### src/rtl/fp_divider_iter.sv
// Iterative IEEE-754 divider: radix-2 restoring, one quotient bit per cycle,
// followed by a single rounding/exception cycle. Valid/ready on both sides.
module fp_divider_iter #(
  parameter int exp_width  = 8,
  parameter int mant_width = 24
) (
  input  logic                            clk,
  input  logic                            rst_l,
  input  logic                            in_valid,
  output logic                            in_ready,
  input  logic [exp_width+mant_width-1:0] a,
  input  logic [exp_width+mant_width-1:0] b,
  input  logic [2:0]                      round_mode,
  output logic                            out_valid,
  input  logic                            out_ready,
  output logic [exp_width+mant_width-1:0] out,
  output logic [4:0]                      exceptions
);
  localparam int W    = exp_width + mant_width;
  localparam int FW   = mant_width - 1;
  localparam int QW   = mant_width + 2;
  localparam int EW   = exp_width + 2;
  localparam int CW   = $clog2(QW);
  localparam int LW   = $clog2(mant_width + 1);
  localparam int BIAS = (1 << (exp_width - 1)) - 1;
  localparam int EMAX = (1 << exp_width) - 1;
  localparam logic [W-1:0] QNAN = {1'b0, {exp_width{1'b1}}, 1'b1, {(FW-1){1'b0}}};

  typedef enum logic [2:0] {IDLE, NORM, DIV, ROUND, DONE} state_t;

  state_t                state;
  logic [W-1:0]          a_r, b_r;
  logic [2:0]            rm_r;
  logic [mant_width:0]   rem;
  logic [mant_width-1:0] sig_b_r;
  logic [QW-1:0]         q;
  logic signed [EW-1:0]  exp_q;
  logic                  sign_q;
  logic [CW-1:0]         count;
  logic                  special;
  logic [W-1:0]          spec_out;
  logic [4:0]            spec_exc;

  function automatic logic [LW-1:0] lzc(input logic [mant_width-1:0] v);
    logic [LW-1:0] n;
    n = LW'(mant_width);
    for (int i = 0; i < mant_width; i++)
      if (v[i]) n = LW'(mant_width - 1 - i);
    return n;
  endfunction

  function automatic logic round_inc(input logic [2:0] rm, input logic sign,
                                     input logic lsb, input logic g, input logic s);
    logic r;
    case (rm)
      3'b001:  r = 1'b0;
      3'b010:  r = sign & (g | s);
      3'b011:  r = ~sign & (g | s);
      3'b100:  r = g;
      default: r = g & (s | lsb);
    endcase
    return r;
  endfunction

  // Operand decode and subnormal left-normalisation
  logic [exp_width-1:0]  ea, eb;
  logic [FW-1:0]         fa, fb;
  logic [mant_width-1:0] sig_a_raw, sig_b_raw, sig_a_n, sig_b_n;
  logic [LW-1:0]         lz_a, lz_b;
  logic signed [EW-1:0]  ex_a, ex_b, exp_q_n;

  assign ea        = a_r[W-2:FW];
  assign eb        = b_r[W-2:FW];
  assign fa        = a_r[FW-1:0];
  assign fb        = b_r[FW-1:0];
  assign sig_a_raw = {ea != '0, fa};
  assign sig_b_raw = {eb != '0, fb};
  assign lz_a      = lzc(sig_a_raw);
  assign lz_b      = lzc(sig_b_raw);
  assign sig_a_n   = sig_a_raw << lz_a;
  assign sig_b_n   = sig_b_raw << lz_b;
  assign ex_a      = (ea == '0) ? EW'(1) - EW'(lz_a) : EW'(ea);
  assign ex_b      = (eb == '0) ? EW'(1) - EW'(lz_b) : EW'(eb);
  assign exp_q_n   = ex_a - ex_b + EW'(BIAS);

  logic a_nan, b_nan, a_snan, b_snan, a_inf, b_inf, a_zero, b_zero, sign_x;
  logic is_spec;
  logic [W-1:0] spec_val;
  logic [4:0]   spec_flags;

  assign a_nan  = (&ea) & (|fa);
  assign b_nan  = (&eb) & (|fb);
  assign a_snan = a_nan & ~fa[FW-1];
  assign b_snan = b_nan & ~fb[FW-1];
  assign a_inf  = (&ea) & ~(|fa);
  assign b_inf  = (&eb) & ~(|fb);
  assign a_zero = (ea == '0) & (fa == '0);
  assign b_zero = (eb == '0) & (fb == '0);
  assign sign_x = a_r[W-1] ^ b_r[W-1];

  always_comb begin
    is_spec    = 1'b1;
    spec_val   = QNAN;
    spec_flags = 5'b00000;
    if (a_nan | b_nan)
      spec_flags = {a_snan | b_snan, 4'b0000};
    else if ((a_zero & b_zero) | (a_inf & b_inf))
      spec_flags = 5'b10000;
    else if (b_zero) begin
      spec_val   = {sign_x, {exp_width{1'b1}}, {FW{1'b0}}};
      spec_flags = 5'b01000;
    end else if (a_inf)
      spec_val = {sign_x, {exp_width{1'b1}}, {FW{1'b0}}};
    else if (a_zero | b_inf)
      spec_val = {sign_x, {(W-1){1'b0}}};
    else
      is_spec = 1'b0;
  end

  logic [mant_width+1:0] trial;
  assign trial = {1'b0, rem} - {2'b00, sig_b_r};

  // Rounding and exception generation on the finished quotient
  logic [QW-1:0]         q_adj;
  logic signed [EW-1:0]  exp_adj, e_fin;
  logic [EW-1:0]         sh;
  logic [QW:0]           ext, shifted, mask;
  logic [mant_width-1:0] mant;
  logic [mant_width:0]   mant_r;
  logic                  sticky, carry_u, tiny_rgn, tiny, g, s, inc, inexact, ovf, ovf_inf;
  logic [W-1:0]          rnd_out;
  logic [4:0]            rnd_exc;

  always_comb begin
    q_adj    = q[QW-1] ? q : {q[QW-2:0], 1'b0};
    exp_adj  = q[QW-1] ? exp_q : exp_q - EW'(1);
    sticky   = |rem;
    // Tininess after rounding: a result at the normal boundary that would carry
    // into the minimum normal under unbounded exponent range is not tiny.
    carry_u  = (&q_adj[QW-1:2]) & round_inc(rm_r, sign_q, q_adj[2], q_adj[1], q_adj[0] | sticky);
    tiny_rgn = (exp_adj <= 0);
    tiny     = (exp_adj < 0) | ((exp_adj == 0) & ~carry_u);
    sh       = '0;
    if (tiny_rgn) sh = EW'(1) - exp_adj;
    if (sh > EW'(QW + 1)) sh = EW'(QW + 1);
    ext      = {q_adj, sticky};
    shifted  = ext >> sh;
    mask     = ~({(QW+1){1'b1}} << sh);
    mant     = shifted[QW:3];
    g        = shifted[2];
    s        = shifted[1] | shifted[0] | (|(ext & mask));
    inexact  = g | s;
    inc      = round_inc(rm_r, sign_q, mant[0], g, s);
    mant_r   = {1'b0, mant} + {{mant_width{1'b0}}, inc};
    e_fin    = exp_adj + EW'(mant_r[mant_width]);
    ovf      = ~tiny_rgn & (e_fin >= EW'(EMAX));
    case (rm_r)
      3'b001:  ovf_inf = 1'b0;
      3'b010:  ovf_inf = sign_q;
      3'b011:  ovf_inf = ~sign_q;
      default: ovf_inf = 1'b1;
    endcase
    if (ovf)
      rnd_out = ovf_inf ? {sign_q, {exp_width{1'b1}}, {FW{1'b0}}}
                        : {sign_q, {(exp_width-1){1'b1}}, 1'b0, {FW{1'b1}}};
    else if (tiny_rgn)
      rnd_out = {sign_q, {(exp_width-1){1'b0}}, mant_r[FW:0]};
    else
      rnd_out = {sign_q, e_fin[exp_width-1:0], mant_r[FW-1:0]};
    rnd_exc = {2'b00, ovf, tiny & inexact, inexact | ovf};
  end

  assign in_ready = (state == IDLE);

  // Special operands skip the iterations by entering DIV on its last count,
  // which places their result at cycle 3.
  always_ff @(posedge clk or negedge rst_l) begin
    if (!rst_l) begin
      state      <= IDLE;
      a_r        <= '0;
      b_r        <= '0;
      rm_r       <= '0;
      rem        <= '0;
      sig_b_r    <= '0;
      q          <= '0;
      exp_q      <= '0;
      sign_q     <= 1'b0;
      count      <= '0;
      special    <= 1'b0;
      spec_out   <= '0;
      spec_exc   <= '0;
      out_valid  <= 1'b0;
      out        <= '0;
      exceptions <= '0;
    end else begin
      case (state)
        IDLE: if (in_valid) begin
          a_r   <= a;
          b_r   <= b;
          rm_r  <= round_mode;
          state <= NORM;
        end
        NORM: begin
          exp_q    <= exp_q_n;
          sign_q   <= sign_x;
          rem      <= {1'b0, sig_a_n};
          sig_b_r  <= sig_b_n;
          q        <= '0;
          special  <= is_spec;
          spec_out <= spec_val;
          spec_exc <= spec_flags;
          count    <= is_spec ? CW'(QW - 1) : '0;
          state    <= DIV;
        end
        DIV: begin
          if (trial[mant_width+1]) begin
            q   <= {q[QW-2:0], 1'b0};
            rem <= rem << 1;
          end else begin
            q   <= {q[QW-2:0], 1'b1};
            rem <= trial[mant_width:0] << 1;
          end
          if (count == CW'(QW - 1)) state <= ROUND;
          else count <= count + CW'(1);
        end
        ROUND: begin
          out        <= special ? spec_out : rnd_out;
          exceptions <= special ? spec_exc : rnd_exc;
          out_valid  <= 1'b1;
          state      <= DONE;
        end
        DONE: if (out_ready) begin
          out_valid <= 1'b0;
          state     <= IDLE;
        end
        default: state <= IDLE;
      endcase
    end
  end
endmodule

### config.mk
export PLATFORM = sky130hd
export DESIGN_NAME = fp_divider_iter
export DESIGN_NICKNAME = d
export VERILOG_FILES = /design/src/rtl/fp_divider_iter.sv
export SDC_FILE = /design/constraint.sdc
export NUM_CORES = 1
export LEC_CHECK = 0
export ABC_AREA = 1
export CORE_AREA = 5 5 145 216
export DETAILED_ROUTE_END_ITERATION = 7
export DIE_AREA = 0 0 150 221
export GPL_ROUTABILITY_DRIVEN = 0
export HOLD_SLACK_MARGIN = 0.08
export PLACE_DENSITY = 0.84
export SYNTH_ARGS = -nofsm -noshare
export SYNTH_HDL_FRONTEND = slang
export SYNTH_SLANG_ARGS = --single-unit
### constraint.sdc
create_clock -name clk -period 7.8 [get_ports clk]
set_input_delay 1.56 -clock clk [delete_from_list [all_inputs] [get_ports clk]]
set_output_delay 1.56 -clock clk [all_outputs]
set_load 0.1 [all_outputs]
## Yosys cells after proc, flatten, opt, wreduce, memory -nomap -nowiden

Index checks and enable logic that the tools add are counted.

- Logic and storage cells: 199
- Register bits after elaboration: 237
- Output and inout bits: 39
- Input port bits: 71

- Add/sub/neg operators: 10
- Shift operators: 4
- Eq/ne operators: 13
- Reduce and logical (&&, ||, !) cells: 21
- $lt $le $gt $ge: 4
- Mux-type cells: 88
- Bitwise operators: 43

Operator list:

| operator | number |
|---|---|
| 5-bit two-way mux | 48 |
| 32-bit two-way mux | 6 |
| 31-bit two-way mux | 2 |
| 26-bit one-hot mux with 2 select lines | 1 |
| 10-bit two-way mux | 5 |
| 25-bit one-hot mux with 2 select lines | 1 |
| 24-bit by 5-bit left shift with 24-bit output | 2 |
| 23-bit logical NOT | 2 |
| 23-bit OR reduction | 2 |
| 32-bit logical NOT | 1 |
| 27-bit AND | 1 |
| 27-bit NOT | 1 |
| 27-bit OR reduction | 1 |
| 27-bit by 10-bit left shift with 27-bit output (first input constant) | 1 |
| 27-bit by 10-bit right shift with 27-bit output | 1 |
| 26-bit two-way mux | 1 |
| 25-bit by 24-bit subtractor with 26-bit output | 1 |
| 24-bit by 1-bit adder with 25-bit output | 1 |
| 25-bit two-way mux | 1 |
| 25-bit OR reduction | 1 |
| 24-bit two-way mux | 1 |
| 4-bit two-way mux | 6 |
| 24-bit AND reduction | 1 |
| 1-bit AND | 20 |
| 33 further kinds | 75 |

## Logic depth before layout (Yosys ltp)

- Depth in word-level cells: 28
- Depth in mapped cells: 58
- Gate-level depth less buffers: 58

## Worst setup path before layout

No wires, ideal clock.

- Path type: register to register
- Start point: register exp_q[0]
- End point: register out[11]
- Arrival: 6.673 ns
- Path slack: 1.059 ns
- Cell stages (with the launch flop): 56
- Cell sequence: dfrtp_1 inv_1 ha_1 nand2_1 nand2_1 nand2_1 inv_1 ha_1 nand3_1 nor2_1 nand2_1 inv_2 nand3_1 inv_1 nor2_1 nor2_8 nand4_4 buf_4 [... 20 more ...] nor3_2 ha_1 ha_1 inv_1 nor3_1 nand3_1 xor2_1 nor4_1 nand2_1 nand3_1 nand2_1 inv_1 nand2_1 nand2_1 nor2_1 clkbuf_1 nand2_1 nand2_1

- Cells in the longest elaborated chain, start to end: 20

Ends and longest elaborated chain:

| element | line | text |
|---|---|---|
| start, declared | 37 | `logic signed [EW-1:0] exp_q;` |
| start signal, assigned | 204 | `exp_q <= exp_q_n;` |
| 10-bit by 2-bit subtractor with 10-bit output | 136 | `exp_adj = q[QW-1] ? exp_q : exp_q - EW'(1);` |
| 10-bit two-way mux * | 136 |  |
| 2-bit by 10-bit subtractor with 10-bit output or 10-bit by 1-bit less-or-equal comparator with 1-bit output (tied branches) | 144, 141 |  |
| 10-bit two-way mux | 144 | `if (tiny_rgn) sh = EW'(1) - exp_adj;` |
| 10-bit by 5-bit greater-than comparator with 1-bit output | 145 | `if (sh > EW'(QW + 1)) sh = EW'(QW + 1);` |
| 10-bit two-way mux | 145 |  |
| 27-bit by 10-bit left shift with 27-bit output | 148 | `mask = ~({(QW+1){1'b1}} << sh);` |
| 27-bit NOT | 148 |  |
| [... 4 more ...] | n/a |  |
| 1-bit AND (on tied branches) | 60, 57, 58 |  |
| 1-bit one-hot mux with 4 select lines | 55 | `case (rm)` |
| 24-bit by 1-bit adder with 25-bit output | 154 | `mant_r = {1'b0, mant} + {{mant_width{1'b0}}, inc};` |
| 10-bit by 1-bit adder with 10-bit output | 155 | `e_fin = exp_adj + EW'(mant_r[mant_width]);` |
| 10-bit by 9-bit >= comparator with 1-bit output | 156 | `ovf = ~tiny_rgn & (e_fin >= EW'(EMAX));` |
| 1-bit AND | 156 |  |
| 31-bit two-way mux * | 163 | `if (ovf)` |
| 32-bit two-way mux * | 227 | `out <= special ? spec_out : rnd_out;` |
| end signal, assigned | 227 |  |
| end, declared | 16 | `output logic [exp_width+mant_width-1:0] out,` |

Mark *: on every way between the ends. The rest lies on a longest branch, timed or not.
A chain may end at the register's enable or synchronous reset.

## Worst setup path after layout

- Start point: register exp_q[0]
- End point: register out[7]

Same word-level chain as after synthesis.

==> metrics <==
total core area=29,300 sq um; Critical Path RT=8200 ps; via/cell ratio=5.99; fmax=0.135 GHz; FF-to-FF Start=exp_q[0]; fin. max-slew vios=0; Commonest cells post-synth=nand2_1, inv_1, nor2_1; clock tree from TritonCTS=done; gr usage total=29.7%; Final nets=2,720; Post-synth EDFFs=0; first-pass GRT wire length=81,300 um; max-cap violations=0; top cell type's share of synthesized area=31.2%; Clock Sinks=205; IO Pins=110; Tmin final=7380 ps; area of the die=33,200 sq um; arrival time at the worst endpoint=7780 ps; Critical Path Sink Type=flop; Reg clk slew, reported paths=60 ps; Rel. slew slack=28.8%; Remaining Overflow, GRT=0; Reg2Reg Capture Point=out[7]; Initial Util=56.1%; Worst Setup Slack, final=419 ps; hold buffer count at CTS=0; Place WS=-237 ps; CP max stage cell=dfrtp_1; worst skew pair latency=520 ps; drt first pass iters=8; Gate Count Post-Synth=2,517; # rows=77; post-synth top area cell=dfrtp_1; worst hold path depth=2; Die W=150 um; Slowest Stage Delay on Critical Path=420 ps; Wirelength per Cell=17.2 um; # fillers=2,618; port buffer count=109; cell mode on critical path=nand2_1; Mean Syn Cell Area=6.53 sq um; Reg2Reg Depth=56; diode count=0; CP max FO=18; Iter 0 DRT Violations=2,033; YS warnings=0; hold_sp=out[19]; sequential element share of the synthesized area=31.2%; share of cells above drive strength 1=8.01%; vias in the first global route=17,000; count leader, synth=nand2_1; Synth async-reset ratio=100%; ys flop type=dfrtp_1; footprint of the multi-input gates=9810 sq um; Crit Path Category=reg -> reg; vias=18,000; Clock Tree Root=clkbuf_16; maximum clock path buffer count=3; synthesized flop and latch total=205; DRC viols=1; failing checks=DRC; pin count of the biggest net entering global routing=81; chip height=221 um; total wire length=51,500 um; Post-DRT Antenna Nets=0; Final setup viols=0; Mapped Area=16,400 sq um; Seq. cell area=5130 sq um; H-tree levels=1; WHS Endpoint=out[19]; area grow syn2layout=14.4%; ranking of synthesized cells by area=dfrtp_1, nand2_1, nand3_1, o21ai_0, inv_1; cts bufs inserted=21; Hold Crit Class=reg -> reg; clk_skew=9.83 ps; Tcrit/Tclk final=94.6%; Mapped Nets=2,642; startpoint types=flop; post-DP HPWL=38,400 um; Fin. Hold Viols=0; slew of the pin with the lowest slew margin=1070 ps; initial antenna violation count=0; status=finished with violations; Reg2Reg Setup Slack=420 ps; Yosys cell types=64
## critical path: cells and delay by family (launching register included)
family	cells	cell delay (ps)
AND/OR/NAND/NOR	34	3480
buffers and inverters	10	1250
adder cells (fa/ha/maj)	6	1120
AO/OA/AOI/OAI	5	890
flip-flops	1	420
XOR/XNOR	1	100
## through the flow
stage / area, sq um / std cells / util, % / setup TNS [ps] / hold slack, ps
floorplan: 16400 / 2517 / - / 0 / 449
global placement: 17800 / 2949 / 60.8 / 0 / 464
detailed placement: 17800 / 2949 / 60.8 / -1360 / 465
CTS: 18500 / 2986 / 63.1 / 0 / 482
global route: 18800 / 3004 / 64.1 / -1020 / 500
finish: 18800 / 3004 / 64.1 / 0 / 476
## flip-flops by register name (all words and copies together) (netlist names)
register	count
rem	25
out_valid	1
out	32
special	1
state	3
sig_b_r	24
spec_exc	2
count	5
a_r	32
exp_q	10
b_r	32
q	26
rm_r	3
spec_out	3
exceptions	5
sign_q	1
## per-layer routing
metal	vias to the layer above	track usage [%]	wire, um	share of wire [%]
li1	8481	-	-	-
met1	8128	32.2	17700	34
met2	1013	50.3	24300	47
met3	379	4.56	3960	7.7
met4	0	24.2	5510	11
met5	-	0	0	0
## final cells by class
| cell class | instances | share of cell area [%] |
|---|---|---|
| multi-input combinational | 1907 | 52.2 |
| sequential | 205 | 27.3 |
| timing repair buffer | 156 | 8.09 |
| inverter | 304 | 6.12 |
| clock buffer | 25 | 2.93 |
| tap | 395 | 2.63 |
| clock inverter | 12 | 0.673 |
## placed cells by master, fill, tap and decap left out, drive strengths merged, types with 8 or more instances in the layout
cell,synthesis,final
mux2,8,8
nand2,691,691
inv,300,299
o211ai,18,18
o22ai,44,44
clkbuf,67,28
nor2,276,277
nand3,235,235
o21ai,222,222
buf,36,45
ha,52,52
dfrtp,205,205
nor3,25,25
xnor2,11,11
xor2,27,27
or2,8,8
nor4,13,13
a31oi,9,9
clkinv,4,12
a21oi,152,152
nand4,53,54
clkdlybuf4s50,0,108
## what timing repair did
action                     CTS  global route
pin swaps                    0            10
gates cloned                 0             4
resized for setup            1            27
setup endpoints to repair    9            33
setup buffers                0            14
## worst max-delay path by stage
stage               slack (ps)  cells after the start      from       to
detailed placement        -240                     52  exp_q[0]   out[9]
finish                     420                     56  exp_q[0]   out[7]
global placement             3                     55  exp_q[0]   out[4]
floorplan                 1060                     55  exp_q[0]  out[11]
CTS                         60                     53  exp_q[0]   out[4]
global route              -110                     57  exp_q[0]   out[7]
## cells by family after synthesis
logic type / synth area share (%)
multiplexers: 0.731
AND/OR/NAND/NOR: 35.1
adder cells (fa/ha/maj): 4.21
AO/OA/AOI/OAI: 16.8
XOR/XNOR: 2.03
buffers and inverters: 9.84
flip-flops: 31.2
Power is left out: the tool's default activity adds up to more than one toggle a clock period on the data nets, which glitch-free logic cannot reach.
